## src/rtl/uart_debug_host.sv

```systemverilog
// UART-driven debug bus initiator: 8N1 RX/TX, command parser and single-word request issue.
// 'R' A0..A3 -> D0..D3, 'W' A0..A3 D0..D3 -> 0x06, anything else -> 0x15.
module uart_debug_host #(
    parameter int unsigned CLKS_PER_BIT   = 16,
    parameter int unsigned TIMEOUT_CYCLES = 1000000
) (
    input  logic        clk,
    input  logic        nrst,
    input  logic        rxd,
    output logic        txd,
    output logic        amif_read,
    output logic        amif_write,
    output logic [31:0] amif_addr,
    output logic [31:0] amif_store,
    input  logic [31:0] amif_load,
    input  logic        amif_ready,
    output logic        busy
);

    localparam int unsigned CntW = $clog2(CLKS_PER_BIT);
    localparam int unsigned TmoW = $clog2(TIMEOUT_CYCLES + 1);
    localparam logic [CntW-1:0] BitMax  = CntW'(CLKS_PER_BIT - 1);
    localparam logic [CntW-1:0] HalfMax = CntW'(CLKS_PER_BIT / 2 - 1);
    localparam logic [TmoW-1:0] TmoMax  = TmoW'(TIMEOUT_CYCLES - 1);

    localparam logic [7:0] OpRead  = 8'h52;
    localparam logic [7:0] OpWrite = 8'h57;
    localparam logic [7:0] RspAck  = 8'h06;
    localparam logic [7:0] RspNak  = 8'h15;

    // ---------------------------------------------------------------- UART receiver
    typedef enum logic [1:0] {RxIdle, RxStart, RxData, RxStop} rx_state_e;

    rx_state_e       rx_state_q;
    logic            rxd_meta_q, rxd_sync_q, rxd_prev_q;
    logic [CntW-1:0] rx_cnt_q;
    logic [2:0]      rx_bit_q;
    logic [7:0]      rx_byte_q;
    logic            rx_valid_q, rx_err_q;

    always_ff @(posedge clk or negedge nrst) begin
        if (!nrst) begin
            rx_state_q <= RxIdle;
            rxd_meta_q <= 1'b1;
            rxd_sync_q <= 1'b1;
            rxd_prev_q <= 1'b1;
            rx_cnt_q   <= '0;
            rx_bit_q   <= '0;
            rx_byte_q  <= '0;
            rx_valid_q <= 1'b0;
            rx_err_q   <= 1'b0;
        end else begin
            rxd_meta_q <= rxd;
            rxd_sync_q <= rxd_meta_q;
            rxd_prev_q <= rxd_sync_q;
            rx_valid_q <= 1'b0;
            rx_err_q   <= 1'b0;
            unique case (rx_state_q)
                RxIdle: begin
                    if (rxd_prev_q && !rxd_sync_q) begin
                        rx_state_q <= RxStart;
                        rx_cnt_q   <= '0;
                    end
                end
                RxStart: begin
                    if (rx_cnt_q == HalfMax) begin
                        // A start that is no longer low at mid-bit was a glitch
                        rx_state_q <= rxd_sync_q ? RxIdle : RxData;
                        rx_cnt_q   <= '0;
                        rx_bit_q   <= '0;
                    end else begin
                        rx_cnt_q <= rx_cnt_q + 1'b1;
                    end
                end
                RxData: begin
                    if (rx_cnt_q == BitMax) begin
                        rx_cnt_q  <= '0;
                        rx_byte_q <= {rxd_sync_q, rx_byte_q[7:1]};
                        rx_bit_q  <= rx_bit_q + 1'b1;
                        if (rx_bit_q == 3'd7) rx_state_q <= RxStop;
                    end else begin
                        rx_cnt_q <= rx_cnt_q + 1'b1;
                    end
                end
                RxStop: begin
                    if (rx_cnt_q == BitMax) begin
                        rx_valid_q <= rxd_sync_q;
                        rx_err_q   <= !rxd_sync_q;
                        rx_state_q <= RxIdle;
                    end else begin
                        rx_cnt_q <= rx_cnt_q + 1'b1;
                    end
                end
                default: rx_state_q <= RxIdle;
            endcase
        end
    end

    // ---------------------------------------------------------------- UART transmitter
    logic            tx_busy_q;
    logic [8:0]      tx_shift_q;
    logic [3:0]      tx_bit_q;
    logic [CntW-1:0] tx_cnt_q;
    logic            tx_valid, tx_ready, tx_fire;
    logic [7:0]      tx_data;

    // Accepting during the last stop-bit cycle keeps consecutive frames back-to-back
    assign tx_ready = !tx_busy_q || (tx_bit_q == 4'd9 && tx_cnt_q == BitMax);
    assign tx_fire  = tx_valid && tx_ready;

    always_ff @(posedge clk or negedge nrst) begin
        if (!nrst) begin
            tx_busy_q  <= 1'b0;
            tx_shift_q <= '1;
            tx_bit_q   <= '0;
            tx_cnt_q   <= '0;
            txd        <= 1'b1;
        end else if (tx_fire) begin
            tx_busy_q  <= 1'b1;
            tx_shift_q <= {1'b1, tx_data};
            tx_bit_q   <= '0;
            tx_cnt_q   <= '0;
            txd        <= 1'b0;
        end else if (tx_busy_q) begin
            if (tx_cnt_q == BitMax) begin
                tx_cnt_q <= '0;
                if (tx_bit_q == 4'd9) begin
                    tx_busy_q <= 1'b0;
                end else begin
                    txd        <= tx_shift_q[0];
                    tx_shift_q <= {1'b1, tx_shift_q[8:1]};
                    tx_bit_q   <= tx_bit_q + 1'b1;
                end
            end else begin
                tx_cnt_q <= tx_cnt_q + 1'b1;
            end
        end
    end

    // ---------------------------------------------------------------- command parser
    typedef enum logic [2:0] {StIdle, StAddr, StData, StReq, StResp} state_e;

    state_e          state_q;
    logic            is_write_q;
    logic            nak_q;
    logic [1:0]      byte_cnt_q;
    logic [1:0]      resp_idx_q;
    logic [31:0]     rd_data_q;
    logic [TmoW-1:0] tmo_cnt_q;
    logic            collecting, tmo_hit;

    assign collecting = (state_q == StAddr) || (state_q == StData);
    assign tmo_hit    = collecting && (tmo_cnt_q == TmoMax);

    // A pending NAK takes the transmitter ahead of any command response
    always_comb begin
        tx_valid = nak_q || (state_q == StResp);
        if (nak_q) begin
            tx_data = RspNak;
        end else if (is_write_q) begin
            tx_data = RspAck;
        end else begin
            tx_data = rd_data_q[{resp_idx_q, 3'b000} +: 8];
        end
    end

    always_ff @(posedge clk or negedge nrst) begin
        if (!nrst) begin
            state_q    <= StIdle;
            is_write_q <= 1'b0;
            nak_q      <= 1'b0;
            byte_cnt_q <= '0;
            resp_idx_q <= '0;
            rd_data_q  <= '0;
            tmo_cnt_q  <= '0;
            amif_read  <= 1'b0;
            amif_write <= 1'b0;
            amif_addr  <= '0;
            amif_store <= '0;
            busy       <= 1'b0;
        end else begin
            if (rx_valid_q || !collecting) begin
                tmo_cnt_q <= '0;
            end else if (!tmo_hit) begin
                tmo_cnt_q <= tmo_cnt_q + 1'b1;
            end
            if (tx_fire && nak_q) nak_q <= 1'b0;

            unique case (state_q)
                StIdle: begin
                    if (rx_valid_q) begin
                        if (rx_byte_q == OpRead || rx_byte_q == OpWrite) begin
                            is_write_q <= (rx_byte_q == OpWrite);
                            byte_cnt_q <= '0;
                            busy       <= 1'b1;
                            state_q    <= StAddr;
                        end else begin
                            nak_q <= 1'b1;
                        end
                    end
                end
                StAddr, StData: begin
                    if (rx_err_q || (tmo_hit && !rx_valid_q)) begin
                        busy    <= 1'b0;
                        state_q <= StIdle;
                    end else if (rx_valid_q) begin
                        if (state_q == StAddr) amif_addr  <= {rx_byte_q, amif_addr[31:8]};
                        else                   amif_store <= {rx_byte_q, amif_store[31:8]};
                        byte_cnt_q <= byte_cnt_q + 1'b1;
                        if (byte_cnt_q == 2'd3) begin
                            state_q <= (state_q == StAddr && is_write_q) ? StData : StReq;
                        end
                    end
                end
                StReq: begin
                    if (!amif_read && !amif_write) begin
                        amif_read  <= !is_write_q;
                        amif_write <= is_write_q;
                    end else if (amif_ready) begin
                        amif_read  <= 1'b0;
                        amif_write <= 1'b0;
                        if (!is_write_q) rd_data_q <= amif_load;
                        resp_idx_q <= '0;
                        state_q    <= StResp;
                    end
                end
                StResp: begin
                    if (tx_fire && !nak_q) begin
                        if (is_write_q || resp_idx_q == 2'd3) begin
                            busy    <= 1'b0;
                            state_q <= StIdle;
                        end else begin
                            resp_idx_q <= resp_idx_q + 1'b1;
                        end
                    end
                end
                default: begin
                    busy    <= 1'b0;
                    state_q <= StIdle;
                end
            endcase
        end
    end

endmodule

```

## config.mk

```make
export PLATFORM = sky130hd
export DESIGN_NAME = uart_debug_host
export DESIGN_NICKNAME = d
export VERILOG_FILES = /design/src/rtl/uart_debug_host.sv
export SDC_FILE = /design/constraint.sdc
export NUM_CORES = 1
export LEC_CHECK = 0
export BUFFER_PORTS_ARGS = -buffer_cell sky130_fd_sc_hd__buf_4
export CORE_AREA = 3 3 134 136
export CTS_BUF_LIST = sky130_fd_sc_hd__clkbuf_4
export CTS_CLUSTER_SIZE = 10
export DETAILED_ROUTE_END_ITERATION = 12
export DIE_AREA = 0 0 137 139
export SYNTH_ARGS = -nofsm -noshare
export SYNTH_HDL_FRONTEND = slang
export SYNTH_SLANG_ARGS = --single-unit
```

## constraint.sdc

```tcl
create_clock -name clk -period 2.3 [get_ports clk]
set_input_delay 0.46 -clock clk [delete_from_list [all_inputs] [get_ports clk]]
set_output_delay 0.46 -clock clk [all_outputs]
set_load 0.05 [all_outputs]
```

* Word level (Yosys, flattened, before mapping)
Index checks and enable logic that the tools add are counted.
Word-level totals: bits in registers 169
Cells by class: bitwise gates (word level) 5, reductions and logical operators 47, multiplexer cells 76, equality and inequality tests 37, shift operators 1, add/sub/neg operators 7
Operators by type and width (number):
- $mux W4 | 11
- $mux W20 | 2
- $mux W9 | 4
- $mux W3 | 11
- $shiftx A32 B6 Y8 | 1
- $ne A2 B2 Y1 const B | 15
- $mux W2 | 14
- $mux W1 | 25
- $add A20 B1 Y20 const B | 1
- $eq A20 B20 Y1 const B | 1
- $eq A8 B7 Y1 const B | 2
- $mux W8 | 2
- $pmux W4 S4 | 1
- $reduce_and A5 Y1 | 3
- $add A4 B1 Y4 const B | 3
- $eq A4 B4 Y1 const B | 3
- $pmux W3 S4 | 1
- $reduce_and A4 Y1 | 3
- $reduce_bool A2 Y1 | 6
- $logic_and A1 B1 Y1 | 9
- $reduce_and A3 Y1 | 3
- $eq A2 B2 Y1 const B | 4
- $logic_not A1 Y1 | 8
- $pmux W2 S2 | 2
- 20 further kinds | 38

* Depth between registers and ports, before layout
Gate-level depths: netlist (run 1).
depth after elaboration 9, gate-level depth with buffers 9, depth with buffers taken out 8

* Worst setup path after synthesis (run 1)
No wires, ideal clock.
path type register -> register, start point register tmo_cnt_q[0], end point register state_q[0], arrival time 1.947 ns, stages on the path, launching flop included 8, data required time 2.175 ns, clock period less this slack 2.072 ns, path slack 0.228 ns, buffers on the path 0, cell sequence dfrtp_1 > ha_1 > and3_2 > nand3_1 > or3_1 > a211oi_2 > nand2_2 > mux2_4
Between the ends: word-level cells in the longest chain between the ends 6, elaborated cells on any way between the ends 9
RTL lines:
- from (decl) | RTL line 149 | logic [TmoW-1:0] tmo_cnt_q;
- from (signal assigned) | RTL line 185 | tmo_cnt_q <= tmo_cnt_q + 1'b1;
- $eq A20 B20 Y1 (*) | RTL line 153 | assign tmo_hit = collecting && (tmo_cnt_q == TmoMax);
- $logic_and A1 B1 Y1 (*) | RTL line 153
- $logic_and A1 B1 Y1 (*) | RTL line 203 | if (rx_err_q || (tmo_hit && !rx_valid_q)) begin
- $logic_or A1 B1 Y1 (*) | RTL line 203
- $ne A3 B3 Y1 (no line) / $mux W3 (equally long branches)
- $reduce_and A8 Y1 (no line) / $pmux W3 S4 (equally long branches)
- to (signal assigned) | RTL line 196 | state_q <= StAddr;
- to (signal assigned) | RTL line 205 | state_q <= StIdle;
- to (signal assigned) | RTL line 211 | state_q <= (state_q == StAddr && is_write_q) ? StData : StReq;
- to (decl) | RTL line 143 | state_e state_q;
Every way passes the cells marked *; elsewhere a longest branch is shown, timed or not. A chain may end at the register's enable or synchronous reset.

* Final worst setup path (run 1)
start point register tmo_cnt_q[11], end point register state_q[0]
Same word-level chain as after synthesis.

==> impl_summary.txt, run 1 <==
----------------------------------------------------
[Global route]
  Pin count of the biggest net entering global routing ... 52
  All-Layer GR Usage ... 0.168
  Antenna violations before repair ... 1
  Global-route wire length before repair ... between 20000 and 30000 µm
  Total overflow reported by the global router ... 0
  Via count of the first global-routing pass ... about 5.2k

[CTS]
  Clock transition time at the flip-flop clock pins of the worst setup and hold paths ... 140 ps
  Number of H-tree branching levels ... 4
  Maximum count of clock buffers along a single path ... 2
  TritonCTS clock tree ... done
  Latest clock arrival within the worst-skew pair ... approximately 540 ps
  Count of clock tree sinks ... between 150 and 200
  Root Driver ... clkbuf_4
  Inserted Clock Buffers ... 17

[Timing]
  Final Max Tran Viols ... 0
  Worst Clk Skew ... between 15 and 20 ps
  Worst rel slew slack ... 0.541
  Final number of setup-violating endpoints ... 0
  Clock period minus worst slack ... 2200 ps
  Post-route clock period utilization ... 0.958
  Minimum setup slack in the final design ... slightly below 100 ps
  Hold Fails Final Rpt ... 0
  Transition time at the pin with the least slew margin ... a little under 700 ps
  Fmax ... roughly 450 MHz
  Total negative slack for setup checks ... 0 ps

[Worst hold path]
  Worst hold-check path type ... in2reg

[Logic synthesis]
  Proportion of synthesized chip area in sequential cells ... 0.560
  Most area-hungry cell type in the Yosys netlist ... dfrtp_1
  Most used standard cell by instance count after synthesis ... dfrtp_1
  Main synth FF type ... dfrtp_1
  EDFF count, synth ... 0
  #FFs+latches synth ... 168
  Dominant cells by area after synthesis ... dfrtp_1, mux2_2, dfstp_2
  Area of the mapped netlist ... between 0.007 and 0.008 mm²
  Net Count, Synth ... roughly 660
  Syn Inst Count ... between 600 and 700
  Average cell area after synthesis ... 12.4 µm²
  Synthesis Warnings ... 0
  Share of flip-flops with an asynchronous set or reset ... 1.00
  Count of different cell masters after synthesis ... a little over 70
  Yosys top cell area share ... 0.518
  Cell types with the highest counts after synthesis ... dfrtp_1, mux2_2, nor2_1, nand2_1, o21ai_0

[Detailed routing]
  Overall routed net length ... 15400 µm
  Detailed-route via count ... 5198
  Average routed wire per standard cell ... ~16 µm
  Length of the first detailed-routing pass in iterations ... 4
  Via density per instance ... about 5.4
  First-iteration detailed-routing DRC count ... 222
  Count of antenna-violating nets left after detailed routing ... 0
  Residual DRC ... 0

[Die]
  Initial Util ... 0.442
  # IOs ... roughly 100
  Placement Rows ... 48
  Die Ht ... about 140 µm
  Horiz. Die Dim ... 137 µm
  Core box area ... 0.0171 mm²
  Die Outline Area ... about 0.019 mm²

[Finish]
  Area added between synthesis and finish ... 20.0%
  Fill cell count ... approximately 1.6k
  Layout cell share with drive strength beyond 1 ... 0.404
  Net count, final ... between 700 and 800
  Final Core Density ... 0.530
  Total non-filler cell area in the finished layout ... 0.00904 mm²

[Pwr]
  Design internal power ... 4.23 mW
  Design Power ... 5.89 mW
  Net switching share of the total power ... 0.282
  Power share of the sequential group ... 0.561
  Power share of the clock group ... 0.316
  Worst ir drop on vdd ... roughly 0.37 mV
  Combinational Power Share ... 0.123
  Leakage ... approximately 4.4 nW
  Power per Cell Area ... 651 mW/mm²
  Power dissipated by switching net loads ... roughly 1.7 mW

[Worst setup path]
  Category of the critical setup timing path ... reg2reg
  Flop-to-flop setup slack ... 100 ps
  Critical path required time ... between 2000 and 3000 ps
  Cells traversed along the worst timing path ... nor4b_2 > nand4_1 > or3_1 > a211oi_2 > nand2_2 > mux2_4
  Largest driver fanout on the critical path ... 5
  Worst Setup Start Kind ... register
  Largest stage delay on the critical path ... about 460 ps
  Sort of element at the end of the critical path ... register
  Data arrival time at the worst-slack endpoint ... about 2600 ps
  Critical-path top delay cell ... dfrtp_1

[Placement]
  HPWL after detailed placement ... 11000 µm
  Number of buffer cells added on primary ports ... 103
  Standard cell area after detailed placement ... just under 0.009 mm²
  Dpl ws ... 145 ps
  Global placement routability congestion ... 0.794

[Run status]
  Outcome ... finished, final reports clean

[Job]
  Number of max-capacitance violations reported ... 0

----------------------------------------------------
==> power groups by stage <==
stage | Sequential, mW | Clock (mW) | Combinational (mW)
CTS | 3.30 | 1.94 | 0.731
global placement | 3.34 | 0 | 0.693
finish | 3.30 | 1.86 | 0.726
detailed placement | 3.36 | 0 | 0.724
global route | 3.33 | 2.06 | 0.837
floorplan | 3.26 | 0 | 0.551
==> layout by cell type (no fill, tap or decap), types with 4 or more instances in the layout <==
master    synthesis  routed
nor3_1           12      12
clkbuf_4          0      17
nor2_1           54      54
mux4_2            8       8
or3_1             4       4
and3_1            7       7
a22o_1            5       5
nand3_1          17      16
o21ai_0          30      30
mux2_2          103     103
nand2_1          37      37
dfrtp_1         156     156
nand2b_1          7       7
inv_1             5       5
dfstp_2          12      12
buf_12            0       5
xor2_1           13      13
xnor2_1           5       5
nand4_1           6       6
nand3b_1          4       4
a31oi_1           6       6
ha_1              9       9
a21oi_1          16      16
buf_4             1     120
==> flip-flops by register name (all words and copies together) (netlist names), 3 cells and up, named ones only <==
signal      cells
rx_cnt_q        4
rx_byte_q       8
amif_store     32
amif_addr      32
tx_bit_q        4
rx_bit_q        3
tx_cnt_q        4
rd_data_q      32
tx_shift_q      8
state_q         3
tmo_cnt_q      20
==> path summary, 6_finish.rpt <==
| check | from | to | cells after the start |
|---|---|---|---|
| max in group asynchronous | nrst | rxd_prev_q$_DFF_PN1_ | 3 |
| min in group asynchronous | nrst | amif_store[11]$_DFFE_PN0P_ | 2 |
| hold / removal | amif_load[7] | rd_data_q[7]$_DFFE_PN0P_ | 2 |
| hold reg to reg | rxd_meta_q$_DFF_PN1_ | rxd_sync_q$_DFF_PN1_ | 0 |
| setup reg to reg | tmo_cnt_q[11]$_DFFE_PN0P_ | state_q[0]$_DFFE_PN0P_ | 6 |
| setup / recovery | tmo_cnt_q[11]$_DFFE_PN0P_ | state_q[0]$_DFFE_PN0P_ | 6 |
==> worst max-delay path: cells and delay by family, from the launching register on <==
| family | cells | cell delay, ps |
|---|---|---|
| simple gates | 4 | 1040 |
| mux | 1 | 310 |
| compound gates | 1 | 280 |
| flops | 1 | 460 |
==> area by class of cell <==
cell class                      count  area, µm²  area share
Antenna cell                        1       2.50    0.000277
Sequential cell                   168       4220       0.466
Tap cell                          225        282      0.0311
Multi-Input combinational cell    408       3170       0.350
Clock buffer                       17        128      0.0141
Clock inverter                     15        195      0.0216
Timing Repair Buffer              128       1030       0.114
Inverter                            5       18.8     0.00207
==> stage by stage <==
stage	instances	hold WS [ps]
detailed placement	930	349
global placement	930	346
CTS	964	75.1
floorplan	610	164
global route	967	56.2
finish	967	133
==> kinds of logic after synthesis <==
kind of cell             synth area share
flip-flops                          0.560
multiplexers                        0.187
AO/OA/AOI/OAI                      0.0737
buffers and inverters              0.0216
XOR/XNOR                           0.0209
AND/OR/NAND/NOR                     0.122
adder cells (fa/ha/maj)            0.0149
==> layer usage <==
metal | global-route usage | vias to the layer above | part of all wire
li1 | - | 2444 | -
met3 | 0.0388 | 14 | 0.043
met2 | 0.268 | 133 | 0.50
met4 | 0.0478 | 0 | 0.012
met1 | 0.230 | 2607 | 0.44
met5 | 0 | - | 0
==> what timing repair did <==
item                                   CTS  global route
endpoints found under the hold margin   46             0
setup buffers                            0             2
resized for setup                        0             1
hold buffers                             2             0
setup endpoints to repair                0             1
Note: power is estimated with default switching activity, not from simulation.
==> inputs of run 2 (changes only) <==
--- a/config.mk
+++ b/config.mk
@@ -7,7 +7,7 @@
 export LEC_CHECK = 0
 export BUFFER_PORTS_ARGS = -buffer_cell sky130_fd_sc_hd__buf_4
 export CORE_AREA = 3 3 134 136
-export CTS_BUF_LIST = sky130_fd_sc_hd__clkbuf_4
+export CTS_BUF_LIST = sky130_fd_sc_hd__clkbuf_8 sky130_fd_sc_hd__clkbuf_16
 export CTS_CLUSTER_SIZE = 10
 export DETAILED_ROUTE_END_ITERATION = 12
 export DIE_AREA = 0 0 137 139
==> impl_summary.txt, run 2 (synthesis results as in run 1) <==
----------------------------------------------------
[Run status]
  Outcome ... finished, final reports clean

[Finish]
  Fill cell count ... 1536 (-2.7%)
  Total area of multi-input combinational cells ... 0.00318 mm² (+0.36%)
  Net count, final ... 771 (-0.26%)
  Area added between synthesis and finish ... 24.1%
  Most common cell after layout, fill and taps aside ... dfrtp_1
  Commonest non-fill, non-tap cells in the layout ... dfrtp_1, buf_4, mux2_2
  Largest registers ... amif_addr (32), amif_store (32), rd_data_q (32)
  # diodes ... 0 (-1)
  Number of standard cells in the final layout excluding fillers ... 964 (-0.31%)
  Sequential cell area ... 0.00422 mm² (unchanged)
  Layout cell share with drive strength beyond 1 ... 0.407 (+0.00380)

[Worst setup path]
  Critical-path top delay cell ... dfrtp_1
  Critical path required time ... 2600 ps (-130 ps)
  Largest driver fanout on the critical path ... 5 (unchanged)
  CP top delay family ... simple AND/OR/NAND/NOR gates
  Cells traversed along the worst timing path ... nor4b_4 > nand4_1 > or3_1 > a211oi_2 > nand2_2 > mux2_4
  Worst Setup Start Kind ... register
  Largest stage delay on the critical path ... 460 ps (about the same)
  Data arrival time at the worst-slack endpoint ... 2510 ps (-130 ps)
  Buffering stage count on the worst path with inverters included ... 0 (unchanged)
  Sort of element at the end of the critical path ... register
  Category of the critical setup timing path ... reg2reg

[Global route]
  Met1 routing resource usage after global routing ... 0.232 (+0.00210)
  Antenna violations before repair ... 0 (-1)
  Global routing met3 resource utilization ... 0.0298 (-0.00907)
  All-Layer GR Usage ... 0.169 (+0.00121)
  Global-route wire length before repair ... 26200 µm (+1.1%)
  Layer with the highest usage after global routing ... met2
  Met2 capacity usage during global routing ... 0.271 (+0.00258)
  Pin count of the biggest net entering global routing ... 52 (unchanged)
  Via count of the first global-routing pass ... 5284 (+1.1%)
  Total overflow reported by the global router ... 0 (unchanged)

[Detailed routing]
  Residual DRC ... 0 (unchanged)
  Via density per instance ... 5.38 (about the same)
  Detailed-route via count ... 5185 (-0.25%)
  Count of antenna-violating nets left after detailed routing ... 0 (unchanged)
  Average routed wire per standard cell ... 16.1 µm (+1.0%)
  First-iteration detailed-routing DRC count ... 208 (-6.3%)
  Length of the first detailed-routing pass in iterations ... 4 (unchanged)
  Overall routed net length ... 15500 µm (+0.70%)

[Timing]
  Hold Fails Final Rpt ... 0 (unchanged)
  Final number of setup-violating endpoints ... 0 (unchanged)
  Worst Clk Skew ... 9.84 ps (-7.20 ps)
  Post-route clock period utilization ... 0.962 (+0.00430)
  Clock period minus worst slack ... 2210 ps (+9.89 ps)
  Final Max Tran Viols ... 0 (unchanged)
  Fmax ... 452 MHz (-0.45%)
  Total negative slack for setup checks ... 0 ps (unchanged)
  Worst rel slew slack ... 0.525 (-0.0162)
  Transition time at the pin with the least slew margin ... 713 ps (+24.4 ps)
  Unrepaired setup endpoints after global routing ... false

[CTS]
  Inserted Clock Buffers ... 17 (unchanged)
  Maximum count of clock buffers along a single path ... 2 (unchanged)
  Number of H-tree branching levels ... 4 (unchanged)
  Root Driver ... clkbuf_16
  Clock transition time at the flip-flop clock pins of the worst setup and hold paths ... 60 ps (-80 ps)
  Count of clock tree sinks ... 168 (unchanged)
  TritonCTS clock tree ... done
  Latest clock arrival within the worst-skew pair ... 420 ps (-120 ps)

[Die]
  Placement Rows ... 48 (unchanged)
  Die Ht ... 139 µm (unchanged)
  Core box area ... 0.0171 mm² (unchanged)
  Die Outline Area ... 0.0190 mm² (unchanged)
  Initial Util ... 0.442 (unchanged)
  # IOs ... 104 (unchanged)
  Horiz. Die Dim ... 137 µm (unchanged)

[Pwr]
  Combinational Power Share ... 0.103 (-0.020)
  Power dissipated by switching net loads ... 1.80 mW (+8.5%)
  Worst ir drop on vdd ... 0.519 mV (+40%)
  Power per Cell Area ... 754 mW/mm² (+16%)
  Power share of the clock group ... 0.428 (+0.112)
  Design internal power ... 5.25 mW (+24%)
  Leakage ... 4.57 nW (+3.0%)
  Power share of the sequential group ... 0.469 (-0.092)
  Net switching share of the total power ... 0.255 (-0.0264)

[Worst hold path]
  Worst hold-check path type ... in2reg

[Placement]
  Number of buffer cells added on primary ports ... 103 (unchanged)
  Placed cell count ... 930 (unchanged)
  HPWL after detailed placement ... 11000 µm (unchanged)
  Global placement routability congestion ... 0.794 (unchanged)

[Job]
  Number of max-capacitance violations reported ... 0 (unchanged)

----------------------------------------------------
-- run 2: cell types whose count changed in the layout (fill, tap and decap cells not counted), sizes merged --
cell and delta:
buf -1, clkbuf +2, clkinv -2, diode -1, dlygate4sd3 -1
-- run 2: timing repair --
| action | 4_1_cts | 5_1_grt |
|---|---|---|
| endpoints found under the hold margin | 43 | 0 |
| resized for setup | 0 | 3 |
| buffers inserted | 0 | 1 |
| hold buffers | 1 | 0 |
| setup endpoints to repair | 0 | 2 |
-- run 2: path summary, 6_finish.rpt --
kind	end	slack, ps	depth (start not counted)	startpoint
setup / recovery	state_q[0]$_DFFE_PN0P_	90	6	tmo_cnt_q[11]$_DFFE_PN0P_
hold / removal	rxd_meta_q$_DFF_PN1_	150	1	rxd
setup reg to reg	state_q[0]$_DFFE_PN0P_	90	6	tmo_cnt_q[11]$_DFFE_PN0P_
hold reg to reg	rxd_sync_q$_DFF_PN1_	360	0	rxd_meta_q$_DFF_PN1_
max in group asynchronous	rxd_prev_q$_DFF_PN1_	1020	3	nrst
min in group asynchronous	amif_store[19]$_DFFE_PN0P_	550	2	nrst
-- run 2: routing by layer --
| metal | part of all wire | wire length (µm) |
|---|---|---|
| met5 | 0 | 0 |
| met4 | 0.016 | 248 |
| met3 | 0.039 | 610 |
| met2 | 0.50 | 7740 |
| met1 | 0.45 | 6910 |
-- run 2: power by group through the flow --
| stage | registers [mW] | logic (mW) | clock network (mW) |
|---|---|---|---|
| floorplan | 3.26 | 0.551 | 0 |
| global placement | 3.34 | 0.693 | 0 |
| detailed placement | 3.36 | 0.724 | 0 |
| CTS | 3.30 | 0.732 | 3.10 |
| global route | 3.33 | 0.841 | 3.22 |
| finish | 3.30 | 0.728 | 3.02 |
-- run 2: final cells by class --
type | count | area share
clock inverters | 13 | 0.0201
repair buffers | 126 | 0.108
well taps | 225 | 0.0301
clock buffers | 19 | 0.0484
flip-flops and latches | 168 | 0.451
inverters | 5 | 0.00201
multi-input cells | 408 | 0.340
-- run 2: through the flow --
| stage | area [µm²] | util | setup WS, ps | hold WS (ps) | power, mW |
|---|---|---|---|---|---|
| 3_3_place_gp | 8680 | 0.509 | 212 | 346 | 4.03 |
| 2_1_floorplan | 7540 | - | 228 | 164 | 3.81 |
| 5_1_grt | 9350 | 0.548 | 0.591 | 139 | 7.39 |
| 4_1_cts | 9330 | 0.547 | 129 | 131 | 7.13 |
| 3_5_place_dp | 8680 | 0.509 | 145 | 349 | 4.08 |
| 6_report | 9350 | 0.548 | 87.4 | 148 | 7.05 |
==> inputs of run 3 (changes only) <==
==> constraint.sdc (replaced) <==
create_clock -name clk -period 2.65 [get_ports clk]
set_input_delay 0.53 -clock clk [delete_from_list [all_inputs] [get_ports clk]]
set_output_delay 0.53 -clock clk [all_outputs]
set_load 0.05 [all_outputs]
==> impl_summary.txt, run 3 (synthesis results as in run 1) <==
----------------------------------------------------
[Finish]
  Largest registers ... amif_addr (32), amif_store (32), rd_data_q (32)
  Layout cell share with drive strength beyond 1 ... 0.396 (-0.0114)
  Most common cell after layout, fill and taps aside ... dfrtp_1
  Total area of multi-input combinational cells ... 0.00316 mm² (-0.51%)
  Final Core Density ... 0.538 (-0.0103)
  Area added between synthesis and finish ... 21.8%
  Fill cell count ... 1498 (-2.5%)
  Sequential cell area ... 0.00422 mm² (unchanged)
  Commonest non-fill, non-tap cells in the layout ... dfrtp_1, buf_4, mux2_2
  # diodes ... 0 (unchanged)
  Net count, final ... 762 (-1.2%)

[CTS]
  Setup Fix Bufs, Post-CTS ... 0 (unchanged)
  Count of clock tree sinks ... 168 (unchanged)
  Number of H-tree branching levels ... 4 (unchanged)
  TritonCTS clock tree ... done
  Maximum count of clock buffers along a single path ... 2 (unchanged)
  Inserted Clock Buffers ... 17 (unchanged)
  Latest clock arrival within the worst-skew pair ... 430 ps (about the same)
  Root Driver ... clkbuf_16
  Cts hold-fix bufs ... 0 (-1)
  Clock transition time at the flip-flop clock pins of the worst setup and hold paths ... 70 ps (about the same)
  Post-cts resize count ... 0 (unchanged)

[Timing]
  Fmax ... 442 MHz (-2.2%)
  Final number of setup-violating endpoints ... 0 (unchanged)
  Post-route clock period utilization ... 0.854 (-0.108)
  Unrepaired setup endpoints after global routing ... false
  Transition time at the pin with the least slew margin ... 723 ps (+10.4 ps)
  Hold Fails Final Rpt ... 0 (unchanged)
  Final Max Tran Viols ... 0 (unchanged)
  Clock period minus worst slack ... 2260 ps (+49.5 ps)
  Total negative slack for setup checks ... 0 ps (unchanged)
  Worst Clk Skew ... 5.75 ps (-4.09 ps)
  Worst rel slew slack ... 0.518 (-0.00696)

[Detailed routing]
  Length of the first detailed-routing pass in iterations ... 5 (+1)
  Average routed wire per standard cell ... 16.4 µm (+2.1%)
  Count of antenna-violating nets left after detailed routing ... 0 (unchanged)
  Detailed-route via count ... 5169 (-0.31%)
  Overall routed net length ... 15700 µm (+1.2%)
  Via density per instance ... 5.41 (+0.63%)
  Residual DRC ... 0 (unchanged)
  First-iteration detailed-routing DRC count ... 207 (-0.48%)

[Worst hold path]
  Worst hold-check path type ... in2async

[Worst setup path]
  Critical-path top delay cell ... or3_1
  CP top delay family ... simple AND/OR/NAND/NOR gates
  Critical path required time ... 2960 ps (+360 ps)
  Buffering stage count on the worst path with inverters included ... 0 (unchanged)
  Largest driver fanout on the critical path ... 4 (-1)
  Largest stage delay on the critical path ... 430 ps (-30 ps)
  Category of the critical setup timing path ... reg2reg
  Data arrival time at the worst-slack endpoint ... 2570 ps (+60 ps)
  Sort of element at the end of the critical path ... register
  Cells traversed along the worst timing path ... ha_1 > and3_2 > nand3_1 > or3_1 > a211oi_2 > nand2_2 > mux2_4
  Worst Setup Start Kind ... register

[Job]
  Number of max-capacitance violations reported ... 0 (unchanged)

[Pwr]
  Leakage ... 4.49 nW (-1.8%)
  Design Power ... 5.95 mW (-16%)
  Worst ir drop on vdd ... 0.539 mV (+3.8%)
  Power per Cell Area ... 649 mW/mm² (-14%)

[Die]
  Die Ht ... 139 µm (unchanged)
  Die Outline Area ... 0.0190 mm² (unchanged)
  Horiz. Die Dim ... 137 µm (unchanged)
  Placement Rows ... 48 (unchanged)
  # IOs ... 104 (unchanged)
  Initial Util ... 0.442 (unchanged)
  Core box area ... 0.0171 mm² (unchanged)

[Global route]
  Global-route wire length before repair ... 26700 µm (+2.0%)
  Pin count of the biggest net entering global routing ... 64 (+23%)
  Total overflow reported by the global router ... 0 (unchanged)
  All-Layer GR Usage ... 0.173 (+0.00330)
  Antenna violations before repair ... 0 (unchanged)
  Via count of the first global-routing pass ... 5209 (-1.4%)

[Placement]
  Number of buffer cells added on primary ports ... 103 (unchanged)
  Global placement routability congestion ... 0.827 (+4.1%)
  HPWL after detailed placement ... 11100 µm (+0.76%)

[Run status]
  Outcome ... finished, final reports clean

----------------------------------------------------
## run 3: changes by cell type in the layout (fill, tap and decap cells not counted), moves of 2 or more
cell | before | now
buf_12 | 5 | 2
clkinvlp_4 | 2 | 4
clkinv_4 | 3 | 0
inv_6 | 2 | 4
inv_1 | 5 | 7
buf_4 | 119 | 114
## run 3: metal layers
metal | routed length [µm] | global-route usage
met3 | 704 | 0.0435
met4 | 158 | 0.0431
met5 | 0 | 0
met2 | 7610 | 0.272
met1 | 7220 | 0.240
## run 3: worst paths after layout
| path | startpoint | end | slack (ps) | depth (start not counted) |
|---|---|---|---|---|
| setup / recovery | tmo_cnt_q[0]$_DFFE_PN0P_ | state_q[0]$_DFFE_PN0P_ | 390 | 7 |
| hold / removal | nrst | amif_store[11]$_DFFE_PN0P_ | 80 | 1 |
| setup reg to reg | tmo_cnt_q[0]$_DFFE_PN0P_ | state_q[0]$_DFFE_PN0P_ | 390 | 7 |
| hold reg to reg | rxd_meta_q$_DFF_PN1_ | rxd_sync_q$_DFF_PN1_ | 360 | 0 |
| max in group asynchronous | nrst | tx_shift_q[2]$_DFFE_PN1P_ | 1780 | 2 |
| min in group clk | rxd | rxd_meta_q$_DFF_PN1_ | 210 | 1 |
## run 3: where the power goes
group          total (mW)  internal, mW  leakage, nW  switching (mW)
Combinational       0.581         0.257         1.93           0.324
Clock                2.48          1.42        0.284            1.05
Sequential           2.90          2.72         2.28           0.183
## run 3: final cells by class
class                   instances  area share
repair buffers                117      0.0988
clock inverters                14      0.0162
clock buffers                  18      0.0479
inverters                       5     0.00204
flip-flops and latches        168       0.460
well taps                     225      0.0307
multi-input cells             408       0.345
## run 3: per-stage QoR
stage               instances  instance area [µm²]  hold WS (ps)  setup WS, ps
floorplan                 610                 7540           234           578
global placement          923                 8590           347           485
detailed placement        923                 8590           347           389
CTS                       955                 9180           106           380
global route              955                 9180           129           267
finish                    955                 9180          84.2           388
